### src/rtl/pcpi_div_ctrl_if.sv
// pcpi_div_ctrl_if
//   Bundles the PicoRV32 PCPI signals and the divider handshake that
//   pcpi_div_ctrl sits between.
//   modport slave  : the controller side (consumes the PCPI request and the
//                    divider results, produces the PCPI response and the
//                    divider start/operands).
//   modport master : the environment side (core plus divider datapath).
//
//   Handshake summary: the core raises pcpi_valid with a fixed pcpi_insn and
//   operands and holds them until it sees pcpi_ready. pcpi_ready and pcpi_wr
//   pulse for one cycle with pcpi_rd valid. div_start is a level: the divider
//   runs while it is high. div_finished is held high until div_start falls.
interface pcpi_div_ctrl_if #(
   parameter int WIDTH = 32
);
   logic             pcpi_valid;
   logic [31:0]      pcpi_insn;
   logic [WIDTH-1:0] pcpi_rs1;
   logic [WIDTH-1:0] pcpi_rs2;
   logic             pcpi_wr;
   logic [WIDTH-1:0] pcpi_rd;
   logic             pcpi_wait;
   logic             pcpi_ready;
   logic             div_start;
   logic             div_unsigned;
   logic [WIDTH-1:0] div_a;
   logic [WIDTH-1:0] div_b;
   logic [WIDTH-1:0] div_z;
   logic [WIDTH-1:0] div_r;
   logic             div_finished;

   modport slave (
      input  pcpi_valid, pcpi_insn, pcpi_rs1, pcpi_rs2,
      input  div_z, div_r, div_finished,
      output pcpi_wr, pcpi_rd, pcpi_wait, pcpi_ready,
      output div_start, div_unsigned, div_a, div_b
   );

   modport master (
      output pcpi_valid, pcpi_insn, pcpi_rs1, pcpi_rs2,
      output div_z, div_r, div_finished,
      input  pcpi_wr, pcpi_rd, pcpi_wait, pcpi_ready,
      input  div_start, div_unsigned, div_a, div_b
   );
endinterface

### src/rtl/pcpi_div_ctrl.sv
// pcpi_div_ctrl
//   PCPI front-end for an iterative divider. Decodes RV32M DIV/DIVU/REM/REMU,
//   latches the operands, runs the divider start/finished handshake and
//   returns quotient or remainder. Divide-by-zero and signed overflow are
//   answered directly without starting the divider.
//   Ports:
//     clk       rising-edge clock
//     resetn    synchronous active-low reset
//     bus       pcpi_div_ctrl_if.slave (PCPI request/response + divider)
//     dbg_state current FSM state (0 IDLE, 1 ISSUE, 2 RESP, 3 DRAIN)
module pcpi_div_ctrl #(
   parameter int WIDTH = 32
) (
   input  logic                  clk,
   input  logic                  resetn,
   pcpi_div_ctrl_if.slave        bus,
   output logic [1:0]            dbg_state
);
   typedef enum logic [1:0] {
      S_IDLE  = 2'd0,
      S_ISSUE = 2'd1,
      S_RESP  = 2'd2,
      S_DRAIN = 2'd3
   } state_t;

   localparam logic [WIDTH-1:0] MIN_NEG  = {1'b1, {(WIDTH-1){1'b0}}};
   localparam logic [WIDTH-1:0] ALL_ONES = '1;

   state_t           state;
   state_t           state_next;
   logic [1:0]       op;        // {select remainder, unsigned}
   logic [WIDTH-1:0] a_q;
   logic [WIDTH-1:0] b_q;
   logic [WIDTH-1:0] rd_q;
   logic             match;
   logic             accept;
   logic             rd_load;
   logic [WIDTH-1:0] rd_next;

   assign match = (bus.pcpi_insn[6:0] == 7'b0110011) &&
                  (bus.pcpi_insn[31:25] == 7'b0000001) &&
                  bus.pcpi_insn[14];

   always_comb begin
      state_next = state;
      accept     = 1'b0;
      rd_load    = 1'b0;
      rd_next    = '0;
      case (state)
         S_IDLE: begin
            // A still-high div_finished means the divider has not yet
            // cleared from the previous run; wait it out.
            if (bus.pcpi_valid && match && !bus.div_finished) begin
               accept = 1'b1;
               if (bus.pcpi_rs2 == '0) begin
                  rd_load    = 1'b1;
                  rd_next    = bus.pcpi_insn[13] ? bus.pcpi_rs1 : ALL_ONES;
                  state_next = S_RESP;
               end else if (!bus.pcpi_insn[12] && (bus.pcpi_rs1 == MIN_NEG) &&
                            (bus.pcpi_rs2 == ALL_ONES)) begin
                  rd_load    = 1'b1;
                  rd_next    = bus.pcpi_insn[13] ? '0 : MIN_NEG;
                  state_next = S_RESP;
               end else begin
                  state_next = S_ISSUE;
               end
            end
         end
         S_ISSUE: begin
            // A dropped request wins over a simultaneous finish.
            if (!bus.pcpi_valid) begin
               state_next = S_DRAIN;
            end else if (bus.div_finished) begin
               rd_load    = 1'b1;
               rd_next    = op[1] ? bus.div_r : bus.div_z;
               state_next = S_RESP;
            end
         end
         S_RESP: begin
            state_next = S_DRAIN;
         end
         S_DRAIN: begin
            // Hold off until the divider has dropped div_finished so a
            // still-held instruction is not accepted and run a second time.
            if (!bus.div_finished) state_next = S_IDLE;
         end
         default: begin
            state_next = S_IDLE;
         end
      endcase
   end

   always_ff @(posedge clk) begin
      if (!resetn) begin
         state <= S_IDLE;
         op    <= 2'b00;
         a_q   <= '0;
         b_q   <= '0;
         rd_q  <= '0;
      end else begin
         state <= state_next;
         if (accept) begin
            op  <= bus.pcpi_insn[13:12];
            a_q <= bus.pcpi_rs1;
            b_q <= bus.pcpi_rs2;
         end
         if (rd_load) rd_q <= rd_next;
      end
   end

   assign bus.pcpi_wait    = bus.pcpi_valid && match && (state != S_RESP);
   assign bus.pcpi_ready   = (state == S_RESP);
   assign bus.pcpi_wr      = (state == S_RESP);
   assign bus.pcpi_rd      = rd_q;
   assign bus.div_start    = (state == S_ISSUE);
   assign bus.div_unsigned = op[0];
   assign bus.div_a        = a_q;
   assign bus.div_b        = b_q;
   assign dbg_state        = state;
endmodule

### src/flat_wrapper.sv
// flat-port wrapper written by rule: the top's interface ports become plain ports
module pcpi_div_ctrl_flat 
#(
   parameter int WIDTH = 32
)
  (clk, resetn, dbg_state, bus_pcpi_valid, bus_pcpi_insn, bus_pcpi_rs1, bus_pcpi_rs2, bus_div_z, bus_div_r, bus_div_finished, bus_pcpi_wr, bus_pcpi_rd, bus_pcpi_wait, bus_pcpi_ready, bus_div_start, bus_div_unsigned, bus_div_a, bus_div_b);
  pcpi_div_ctrl_if #(.WIDTH(WIDTH)) bus_i ();
  input  logic clk;
  input  logic resetn;
  output logic [1:0] dbg_state;
  input wire logic [$bits(bus_i.pcpi_valid)-1:0] bus_pcpi_valid;
  input wire logic [$bits(bus_i.pcpi_insn)-1:0] bus_pcpi_insn;
  input wire logic [$bits(bus_i.pcpi_rs1)-1:0] bus_pcpi_rs1;
  input wire logic [$bits(bus_i.pcpi_rs2)-1:0] bus_pcpi_rs2;
  input wire logic [$bits(bus_i.div_z)-1:0] bus_div_z;
  input wire logic [$bits(bus_i.div_r)-1:0] bus_div_r;
  input wire logic [$bits(bus_i.div_finished)-1:0] bus_div_finished;
  output wire logic [$bits(bus_i.pcpi_wr)-1:0] bus_pcpi_wr;
  output wire logic [$bits(bus_i.pcpi_rd)-1:0] bus_pcpi_rd;
  output wire logic [$bits(bus_i.pcpi_wait)-1:0] bus_pcpi_wait;
  output wire logic [$bits(bus_i.pcpi_ready)-1:0] bus_pcpi_ready;
  output wire logic [$bits(bus_i.div_start)-1:0] bus_div_start;
  output wire logic [$bits(bus_i.div_unsigned)-1:0] bus_div_unsigned;
  output wire logic [$bits(bus_i.div_a)-1:0] bus_div_a;
  output wire logic [$bits(bus_i.div_b)-1:0] bus_div_b;
  assign bus_i.pcpi_valid = bus_pcpi_valid;
  assign bus_i.pcpi_insn = bus_pcpi_insn;
  assign bus_i.pcpi_rs1 = bus_pcpi_rs1;
  assign bus_i.pcpi_rs2 = bus_pcpi_rs2;
  assign bus_i.div_z = bus_div_z;
  assign bus_i.div_r = bus_div_r;
  assign bus_i.div_finished = bus_div_finished;
  assign bus_pcpi_wr = bus_i.pcpi_wr;
  assign bus_pcpi_rd = bus_i.pcpi_rd;
  assign bus_pcpi_wait = bus_i.pcpi_wait;
  assign bus_pcpi_ready = bus_i.pcpi_ready;
  assign bus_div_start = bus_i.div_start;
  assign bus_div_unsigned = bus_i.div_unsigned;
  assign bus_div_a = bus_i.div_a;
  assign bus_div_b = bus_i.div_b;
  pcpi_div_ctrl #(.WIDTH(WIDTH)) u_core (.clk(clk), .resetn(resetn), .bus(bus_i), .dbg_state(dbg_state));
endmodule
### config.mk
export PLATFORM = sky130hd
export DESIGN_NAME = pcpi_div_ctrl_flat
export DESIGN_NICKNAME = d
export VERILOG_FILES = /design/src/rtl/pcpi_div_ctrl_if.sv /design/src/rtl/pcpi_div_ctrl.sv /design/src/flat_wrapper.sv
export SDC_FILE = /design/constraint.sdc
export NUM_CORES = 1
export LEC_CHECK = 0
export ABC_CLOCK_PERIOD_IN_PS = 3800
export CORE_UTILIZATION = 43
export CTS_CLUSTER_DIAMETER = 150
export DETAILED_ROUTE_END_ITERATION = 8
export PLACE_DENSITY = 0.92
export SLEW_MARGIN = 20
export SYNTH_ARGS = -nofsm -noshare
export SYNTH_HDL_FRONTEND = slang
export SYNTH_SLANG_ARGS = --single-unit
export TNS_END_PERCENT = 50
### constraint.sdc
create_clock -name clk -period 3.8 [get_ports clk]
set_clock_uncertainty 0.1 [all_clocks]
set_input_delay 0.57 -clock clk [delete_from_list [all_inputs] [get_ports clk]]
set_output_delay 0.57 -clock clk [all_outputs]
set_load 0.1 [all_outputs]
==> impl_metrics.tcl, run 1 <==
set metrics [dict create \
    status "finished clean" \
    cell_internal_pwr_w 0.00174 \
    max_slew_margin 0.316 \
    rows 38 \
    ctsHoldBuffers 0 \
    worstSkewPairLatency_ns 0.33 \
    ios 267 \
    die-area_um2 12000 \
    avgSynthCellArea_um2 8.55 \
    tns_ns 0 \
    cts_root_buffer "clkbuf_16" \
    post-route-util 0.702 \
    coreArea_um2 11100 \
    htree_levels 3 \
    area_growth_pct 56.4 \
    grt_pass1_wl_um 27500 \
    rsz0062_at_grt "false" \
    routabilityCongestion 0.866 \
    synth.distinct_cells 47 \
    switching_share 0.220 \
    antenna_found_initial 0 \
    switching_power_w 0.000493 \
    synthCells 582 \
    syn_area_um2 4970 \
    port_buffers 251 \
    dr_total_vias 5488 \
    die_w_um 110 \
    ctsResizeCount 0 \
    crit_arrival_ns 3.27 \
    clkPwrFrac 0.418 \
    layout.nets 973 \
    grt_pass1_vias 5398 \
    yosysWarnings 0 \
    syn_nets 750 \
    grt_max_degree 43 \
    fp.dieH_um 110 \
    hpwlAfterDp_um 13600 \
    pre_cts_ws_ns 0.413 \
    hold_violations 0 \
    cp-end-kind "flip-flop" \
    leakagePower_nw 2.71 \
    synth_top_flop_cell "dfxtp_1" \
    comb_power_share 0.114 \
    antennaDiodeCount 0 \
    min_period_over_period 0.815 \
    whs_ns 0.368 \
    fmax_mhz 323 \
    grtUsageTotal 0.299 \
    ys_async_sr_fraction 0 \
    cts_sinks 100 \
    drv_slew 0 \
    worst_r2r_path_depth 9 \
    setup_viol 0 \
    max-vdd-ir-drop_uv 297 \
    drt_wl_total_um 18400 \
    crit_type "input port to flip-flop" \
    wl_per_cell_um 19.3 \
    hold_path_class "flip-flop to flip-flop" \
    postCtsSetupBuffers 0 \
    synth-edff-count 0 \
    layout-drive-gt1-share 0.0593 \
    crit_fanout 39 \
    initial_utilization 0.449 \
    ctsLongestPathBuffers 2 \
    worst_pin_slew_ns 1.02 \
    hold_depth 2 \
    crit_required_ns 3.98 \
    power_density_nw_per_um2 287 \
    cp-start-kind "input port" \
    min_period_ns 3.10 \
    yosysSeqAreaShare 0.402 \
    worst_slack_ns 0.703 \
    drv_cap 0 \
    ant_nets 0 \
    dr.first_iter.drc_count 305 \
    clkTransAtPathRegs_ns 0.07 \
    synth_seq_cells 100 \
    seqPwrFrac 0.468 \
    cts_buffers 9 \
    dr.pass1.iters 5 \
    grt_overflow 0 \
    routed_via_density 5.78 \
    drc 0 \
    tritoncts "done" \
]
==> registers in the layout, indices dropped and copies added, names as in the netlist <==
name,cells
u_core.bus.pcpi_rd,32
u_core.op,2
u_core.bus.div_b,32
u_core.dbg_state,2
u_core.bus.div_a,32
==> through the flow <==
step	power, W	instances	cell area (um2)
after floorplan	0.00113	582	4980
after global placement	0.00132	934	7480
after detailed placement	0.00132	934	7480
after CTS	0.00224	950	7780
after global routing	0.00231	950	7780
final	0.00224	950	7780
==> kinds of logic (layout without fill, tap and decap cells) <==
kind of cell / after synthesis / after routing / share of synthesized area
simple gates: 250 / 250 / 0.255
flops: 100 / 100 / 0.402
buf+inv: 55 / 283 / 0.0616
mux: 1 / 1 / 0.00201
compound gates: 172 / 172 / 0.269
fa+ha+maj: 4 / 4 / 0.0101
==> path summary, 6_finish.rpt <==
path | start | to | slack [ns]
setup / recovery | bus_pcpi_insn[29] | u_core.bus.pcpi_rd[4] | 0.70
hold / removal | u_core.bus.div_a[15] | u_core.bus.div_a[15] | 0.37
setup reg to reg | u_core.dbg_state[0] | u_core.bus.pcpi_rd[4] | 1.28
hold reg to reg | u_core.bus.div_a[15] | u_core.bus.div_a[15] | 0.37
==> power groups by stage <==
stage / registers, W / logic [W] / clock network [W]
after floorplan: 0.00107 / 0.0000595 / 0
after global placement: 0.00107 / 0.000246 / 0
after global routing: 0.00105 / 0.000269 / 0.000995
after detailed placement: 0.00107 / 0.000251 / 0
final: 0.00105 / 0.000255 / 0.000934
after CTS: 0.00105 / 0.000253 / 0.000942
==> Yosys cell counts (2+ instances only) <==
| cell type | n | share of area |
|---|---|---|
| a211oi_1 | 32 | 0.048 |
| a21boi_0 | 66 | 0.10 |
| a21oi_1 | 2 | 0.0020 |
| and4_1 | 2 | 0.0035 |
| and4_2 | 2 | 0.0040 |
| buf_2 | 8 | 0.0080 |
| buf_6 | 7 | 0.016 |
| clkbuf_1 | 33 | 0.025 |
| dfxtp_1 | 100 | 0.40 |
| ha_1 | 4 | 0.010 |
| inv_1 | 2 | 0.0015 |
| nand2_1 | 136 | 0.10 |
| nand3_1 | 3 | 0.0030 |
| nand4_1 | 7 | 0.0088 |
| nand4b_1 | 2 | 0.0035 |
| nor2_1 | 4 | 0.0030 |
| nor2b_1 | 63 | 0.079 |
| nor3_1 | 3 | 0.0030 |
| nor4_1 | 13 | 0.016 |
| nor4bb_1 | 3 | 0.0060 |
| o21ai_0 | 2 | 0.0020 |
| o22ai_1 | 31 | 0.039 |
| o311a_1 | 31 | 0.062 |
| o31ai_1 | 2 | 0.0030 |
| or4_1 | 2 | 0.0030 |
==> routing by layer <==
metal | routed length [um] | share of wire | global-route usage
met1 | 7030 | 0.38 | 0.330
met2 | 9190 | 0.50 | 0.532
met3 | 1510 | 0.082 | 0.0735
met4 | 639 | 0.035 | 0.151
met5 | 0 | 0 | 0
==> worst max-delay path, stage by stage <==
cell             delay [ns]
clkdlybuf4s50_1        0.43
nor4b_1                0.57
and4_2                 0.38
and2_2                 0.17
buf_4                  0.39
nand2_1                0.09
buf_4                  0.26
o22ai_1                0.17
o311a_1                0.21
==> placed cells by master (no fill, tap or decap), types with 3 or more instances in the layout <==
cell / synthesis / layout
buf_4: 1 / 15
clkdlybuf4s50_1: 0 / 248
nor4bb_1: 3 / 3
o22ai_1: 31 / 31
nand2_1: 136 / 135
clkbuf_16: 0 / 9
o311a_1: 31 / 31
nor2_1: 4 / 3
nor4_1: 13 / 13
a21boi_0: 66 / 66
nand4_1: 7 / 7
ha_1: 4 / 4
nor3_1: 3 / 3
a211oi_1: 32 / 32
dfxtp_1: 100 / 99
nor2b_1: 63 / 63
nand3_1: 3 / 3
==> final cells by class <==
| type | count | area [um2] |
|---|---|---|
| Multi-Input combinational cell | 427 | 2670 |
| Tap cell | 140 | 175 |
| Timing Repair Buffer | 265 | 2620 |
| Sequential cell | 100 | 2000 |
| Clock buffer | 10 | 239 |
| Fill cell | 823 | 3300 |
| Clock inverter | 6 | 63.8 |
| Inverter | 2 | 7.51 |
Note: power is estimated with default switching activity, not from simulation.
==> run 2: changes to the inputs <==
- ABC_CLOCK_PERIOD_IN_PS: 3800 -> 3200
- CORE_UTILIZATION: 43 -> 40
- PLACE_DENSITY: 0.92 -> 0.87
- clock period: 3.8 -> 3.2 ns (I/O delays scaled with it)
==> run 2 against run 1 <==
  * Hold slack got worse by 0.0028 ns
  * Routed wire length shrank 4.3%
  * Via count is 3.1% lower
  * Combinational power up 19%
  * Clock-buffer cell count rose by 4
  * Sequential share of layout area is 0.52 points higher
  * Non-clock buffer count up 6
  * Critical path depth decreased by 4
  * Utilization is 7.0 points lower
  * Flip-flop and latch count stayed put
  * Register-to-register slack lost 0.39 ns
  * Highest routed layer is now met5
==> impl_metrics.tcl, run 2 (synthesis gave the netlist of run 1 again) <==
set metrics [dict create \
    status "finished clean" \
    die-area_um2 12900 \
    rsz0062_at_grt "false" \
    worstPathCellList "clkdlybuf4s50_1, nor4bb_1, nand4_1, nor2_4, buf_12" \
    drc 0 \
    leakagePower_nw 2.96 \
    worst_pin_slew_ns 0.955 \
    grt_pass1_wl_um 26900 \
    rr_startpoint "u_core.dbg_state[0]" \
    hold_path_class "flip-flop to flip-flop" \
    fin_cells 983 \
    area_growth_pct 53.3 \
    drv_cap 0 \
    rows 40 \
    cts_root_buffer "clkbuf_16" \
    crit_path_top_delay_cell "clkdlybuf4s50_1" \
    setup_viol 0 \
    hpwlAfterDp_um 12900 \
    hold_violations 0 \
    crit_type "input port to output port" \
    r2r_setup_slack_ns 0.89 \
    crit_required_ns 2.62 \
    tritoncts "done" \
    ctsHoldBuffers 0 \
    dr.first_iter.drc_count 388 \
    min_from "u_core.bus.div_a[11]" \
    rr_endpoint "u_core.bus.div_b[12]" \
    crit_fanout 5 \
    ctsLongestPathBuffers 2 \
    final_common_cell "clkdlybuf4s50_1" \
    dp.cells 968 \
    drt_wl_total_um 17600 \
    cts_buffers 9 \
    coreArea_um2 12100 \
    clkTransAtPathRegs_ns 0.06 \
    grt_pass1_vias 5252 \
    fp.dieH_um 114 \
    initial_utilization 0.412 \
    port_buffers 251 \
    tns_ns 0 \
    max_slew_margin 0.363 \
    layout-drive-gt1-share 0.189 \
    layout.nets 979 \
    grt_max_degree 67 \
    cp-end-kind "output port" \
    antenna_found_initial 1 \
    die_w_um 114 \
    antennaDiodeCount 0 \
    drv_slew 0 \
    cp-start-kind "input port" \
    ctsResizeCount 0 \
    post-route-util 0.632 \
    worstSkewPairLatency_ns 0.34 \
    worst_r2r_path_depth 7 \
    htree_levels 3 \
    slowest_delay_ns 0.56 \
    grtUsageTotal 0.267 \
    crit_arrival_ns 2.19 \
    ios 267 \
    postCtsSetupBuffers 0 \
    ant_nets 0 \
    cts_sinks 100 \
    final_cell_mix "clkdlybuf4s50_1 (147), nand2_1 (135), buf_4 (120)" \
    fmax_mhz 362 \
    dr.pass1.iters 4 \
    routed_via_density 5.41 \
    hold_depth 2 \
    grt_overflow 0 \
    whs_ns 0.365 \
    min_period_ns 2.77 \
    max-vdd-ir-drop_uv 215 \
    power_density_nw_per_um2 342 \
    min_to "u_core.bus.div_a[11]" \
    routabilityCongestion 0.845 \
    wl_per_cell_um 17.9 \
    min_period_over_period 0.864 \
    dr_total_vias 5318 \
]
==> run 2: cell types whose count changed in the layout (fill, tap and decap cells not counted), moves of 2 or more <==
cell	before	now
buf_12	1	3
clkinvlp_4	2	0
clkbuf_8	1	4
clkdlybuf4s50_1	248	147
buf_4	15	120
==> run 2: stage by stage <==
| step | power (W) | setup slack, ns | cell area (um2) |
|---|---|---|---|
| after floorplan | 0.00134 | 0.156 | 4980 |
| after global placement | 0.00157 | 0.170 | 7340 |
| after detailed placement | 0.00157 | 0.116 | 7340 |
| after CTS | 0.00262 | 0.438 | 7630 |
| after global routing | 0.00270 | 0.384 | 7630 |
| final | 0.00261 | 0.434 | 7630 |
==> run 2: power by group <==
part	switching (W)	total, W	internal (W)
Combinational	0.000101	0.000303	0.000202
Clock	0.000453	0.00106	0.000608
Sequential	0.0000000916	0.00124	0.00124
==> run 2: final cells by class <==
class | instances | area, um2
clock inverter | 1 | 5.00
tap | 168 | 210
sequential | 100 | 2000
timing repair buffer | 271 | 2440
multi-input combinational | 427 | 2680
fill | 1028 | 4440
inverter | 2 | 7.51
clock buffer | 14 | 284
==> run 2: per-layer routing <==
layer  track usage  up-vias  wire length, um  part of all wire
met5             0        -               13           0.00074
met4         0.111        2              411             0.023
met3        0.0537       35             1380             0.078
met2         0.473      220             8600              0.49
met1         0.314     2499             7160              0.41
li1              -     2562                -                 -
==> run 2: worst max-delay path, delay by kind of cell <==
family,cells,cell delay [ns]
buf+inv,2,0.75
simple gates,3,0.96
==> run 2: worst max-delay path by stage <==
stage               depth (start not counted)           startpoint                     end
detailed placement                          8    bus_pcpi_insn[12]  u_core.bus.pcpi_rd[24]
CTS                                         5       bus_pcpi_valid           bus_pcpi_wait
global route                                8    bus_pcpi_insn[12]  u_core.bus.pcpi_rd[24]
global placement                            8    bus_pcpi_insn[12]  u_core.bus.pcpi_rd[31]
floorplan                                   2  u_core.dbg_state[1]             bus_pcpi_wr
finish                                      5       bus_pcpi_valid           bus_pcpi_wait
==> RTL change: new RTL, flow settings as in run 1 <==
Reset style: asynchronous (`resetn`), changed in one clocked block. Comments in the files are not updated.
--- a/src/rtl/pcpi_div_ctrl.sv
+++ b/src/rtl/pcpi_div_ctrl.sv
@@ -90,7 +90,7 @@
       endcase
    end
 
-   always_ff @(posedge clk) begin
+   always_ff @(posedge clk or negedge resetn) begin
       if (!resetn) begin
          state <= S_IDLE;
          op    <= 2'b00;
Function: differs if resetn is asserted again (counterexample within 4 cycles, from zero or initial values and one cycle with resetn low); with resetn held inactive, the same outputs for 10 cycles.
==> RTL change against run 1 <==
Maximum frequency shrank 0.89%; design area grew 3.6%; routed wire length shrank 7.1%; setup slack lost 0.028 ns; the run now ends with DRC left; critical path type is now primary input to output pin; core utilization shrank 0.54 points; synthesized area grew 3.9%; global-route usage shrank 2.1 points; sequential cell count is the same.
Power is not compared: it rests on default switching activity, and its combinational part moved more than twofold at a synthesized area within 25%.
==> RTL change: results (changes against run 1) <==
global_routing:
  grt_pass1_wl_um: 27400  # was 27,500 um
  globalRouteMet2Util: 0.483  # was 0.532
  grt.met1_usage: 0.344  # was 0.330
  grt_use_total: 0.278  # was 0.299
  antenna_found_initial: 0  # unchanged
  grt_pass1_vias: 5405  # was 5,398
  grt_max_degree: 74  # was 43
  use_met3: 0.0523  # was 0.0735
cells_and_area:
  num-nets-final: 999  # was 973
  drive_gt1_frac: 0.0443  # was 0.0593
  num_antenna_cells: 0  # unchanged
routing:
  drc: 17  # was 0
  vias_per_cell: 5.41  # was 5.78
  wl_per_cell_um: 17.4  # was 19.3 um
  drt_iter0_drc: 380  # was 305
  drt-pass1-iter-count: 7  # was 5
synth:
  yosysWarningCount: 0  # unchanged
  synthArstFlopShare: 1.00  # was 0
  ys_types: 40  # was 47
  synth_seq_area_share: 0.484  # was 0.402
  synth_commonest_cells: "230 x nand2_1, 100 x dfrtp_1, 35 x nor2_1"  # was 136 x nand2_1, 100 x dfxtp_1, 66 x a21boi_0
  synth_fp_nets: 768  # was 750
  synth_area_leaders: "dfrtp_1 48%, nand2_1 17%, mux2i_1 6.4%"  # was dfxtp_1 40%, nand2_1 10%, a21boi_0 10%
cts:
  clk-insertion-delay-late_ns: 0.34
  cts_resized: 0  # unchanged
  post_cts_buffers: 0  # unchanged
  clockBufferDepth: 2  # unchanged
  cts_made_buffers: 9  # unchanged
  clock_tree.root_cell: "clkbuf_16"  # unchanged
  h-tree-depth: 3  # unchanged
  clk_pin_slew_ns: 0.07  # about the same
placed_design:
  pre_cts_slack_ns: 0.617  # was 0.413 ns
  dpl.hpwl_um: 12700  # was 13,600 um
  port_buffers: 251  # unchanged
  place_congestion: 0.827  # was 0.866
power_and_ir_drop:
  irDropWorstVdd_uv: 300
  power_leakage_nw: 3.55
setup_path:
  rr_startpoint: "u_core.dbg_state[0]"  # unchanged
  rr_endpoint: "u_core.bus.pcpi_rd[4]"  # unchanged
  arrival_ns: 2.45  # was 3.27 ns
  ff2ff_path_depth: 8  # was 9
  reg2reg_slack_ns: 1.41  # was 1.28 ns
  crit_fanout: 3  # was 39
run_status:
  violations: "DRC"
  status: "complete, but fails checks"  # was completed
min_path:
  holdCritPathClass: "primary input to asynchronous set/reset pin"  # was register to register
sta:
  worstMarginPinSlew_ns: 1.03  # was 1.02 ns
RTL change: cell types whose count changed in the layout (fill, tap and decap cells not counted), sizes merged, moves of 30 or more:
cell,run 1,this run
nor2,5,35
a21boi,66,0
dfxtp,100,0
a31oi,1,31
a211oi,33,2
nand2b,0,32
nor2b,63,0
dfrtp,0,100
mux2i,1,33
o22ai,31,0
nand2,136,230
o311a,31,0
RTL change: cell families (layout without fill, tap and decap cells):
logic type / Yosys count / count (layout) / synth area share
fa+ha+maj: 4 / 4 / 0.00968
compound gates: 74 / 74 / 0.0992
simple gates: 341 / 341 / 0.295
flops: 100 / 100 / 0.484
buf+inv: 47 / 283 / 0.0460
mux: 34 / 34 / 0.0661
RTL change: area by class of cell:
class,count,area (um2)
Fill cell,940,3510
Timing Repair Buffer,262,2620
Sequential cell,100,2500
Multi-Input combinational cell,453,2460
Clock buffer,12,236
Tap cell,143,179
Clock inverter,4,50.0
Inverter,5,18.8
RTL change: worst max-delay path by stage:
stage | from | endpoint | slack, ns | cells past startpoint
after floorplan | u_core.dbg_state[0] | bus_pcpi_wait | 0.40 | 3
after global placement | bus_pcpi_insn[4] | u_core.bus.pcpi_rd[7] | 0.66 | 7
after detailed placement | bus_pcpi_insn[4] | u_core.bus.pcpi_rd[26] | 0.62 | 7
after CTS | bus_pcpi_insn[4] | bus_pcpi_wait | 0.67 | 5
after global routing | bus_pcpi_insn[4] | bus_pcpi_wait | 0.62 | 5
final | bus_pcpi_insn[4] | bus_pcpi_wait | 0.68 | 5
RTL change: stage by stage:
step / cell area, um2 / cells / hold slack, ns
final: 8060 / 979 / 0.254
after global routing: 8060 / 979 / 0.335
after CTS: 8060 / 979 / 0.296
after detailed placement: 7770 / 963 / 0.354
after global placement: 7770 / 963 / 0.350
after floorplan: 5170 / 600 / 0.174
RTL change: per-layer routing:
metal	wire length, um	share of wire	up-vias
li1	-	-	2497
met1	6850	0.40	2521
met2	8470	0.50	245
met3	1280	0.075	35
met4	459	0.027	0
met5	0	0	-
RTL change: worst max-delay path, cell delays in order:
cell             delay [ns]
clkdlybuf4s50_1        0.45
or4bb_1                0.57
or4_1                  0.51
nor2_2                 0.16
buf_12                 0.19
RTL change: power by group:
part	total (mW)	switching [mW]	internal [mW]
combinational	2.31	1.71	0.596
sequential	1.33	0.0958	1.23
clock	0.895	0.385	0.510
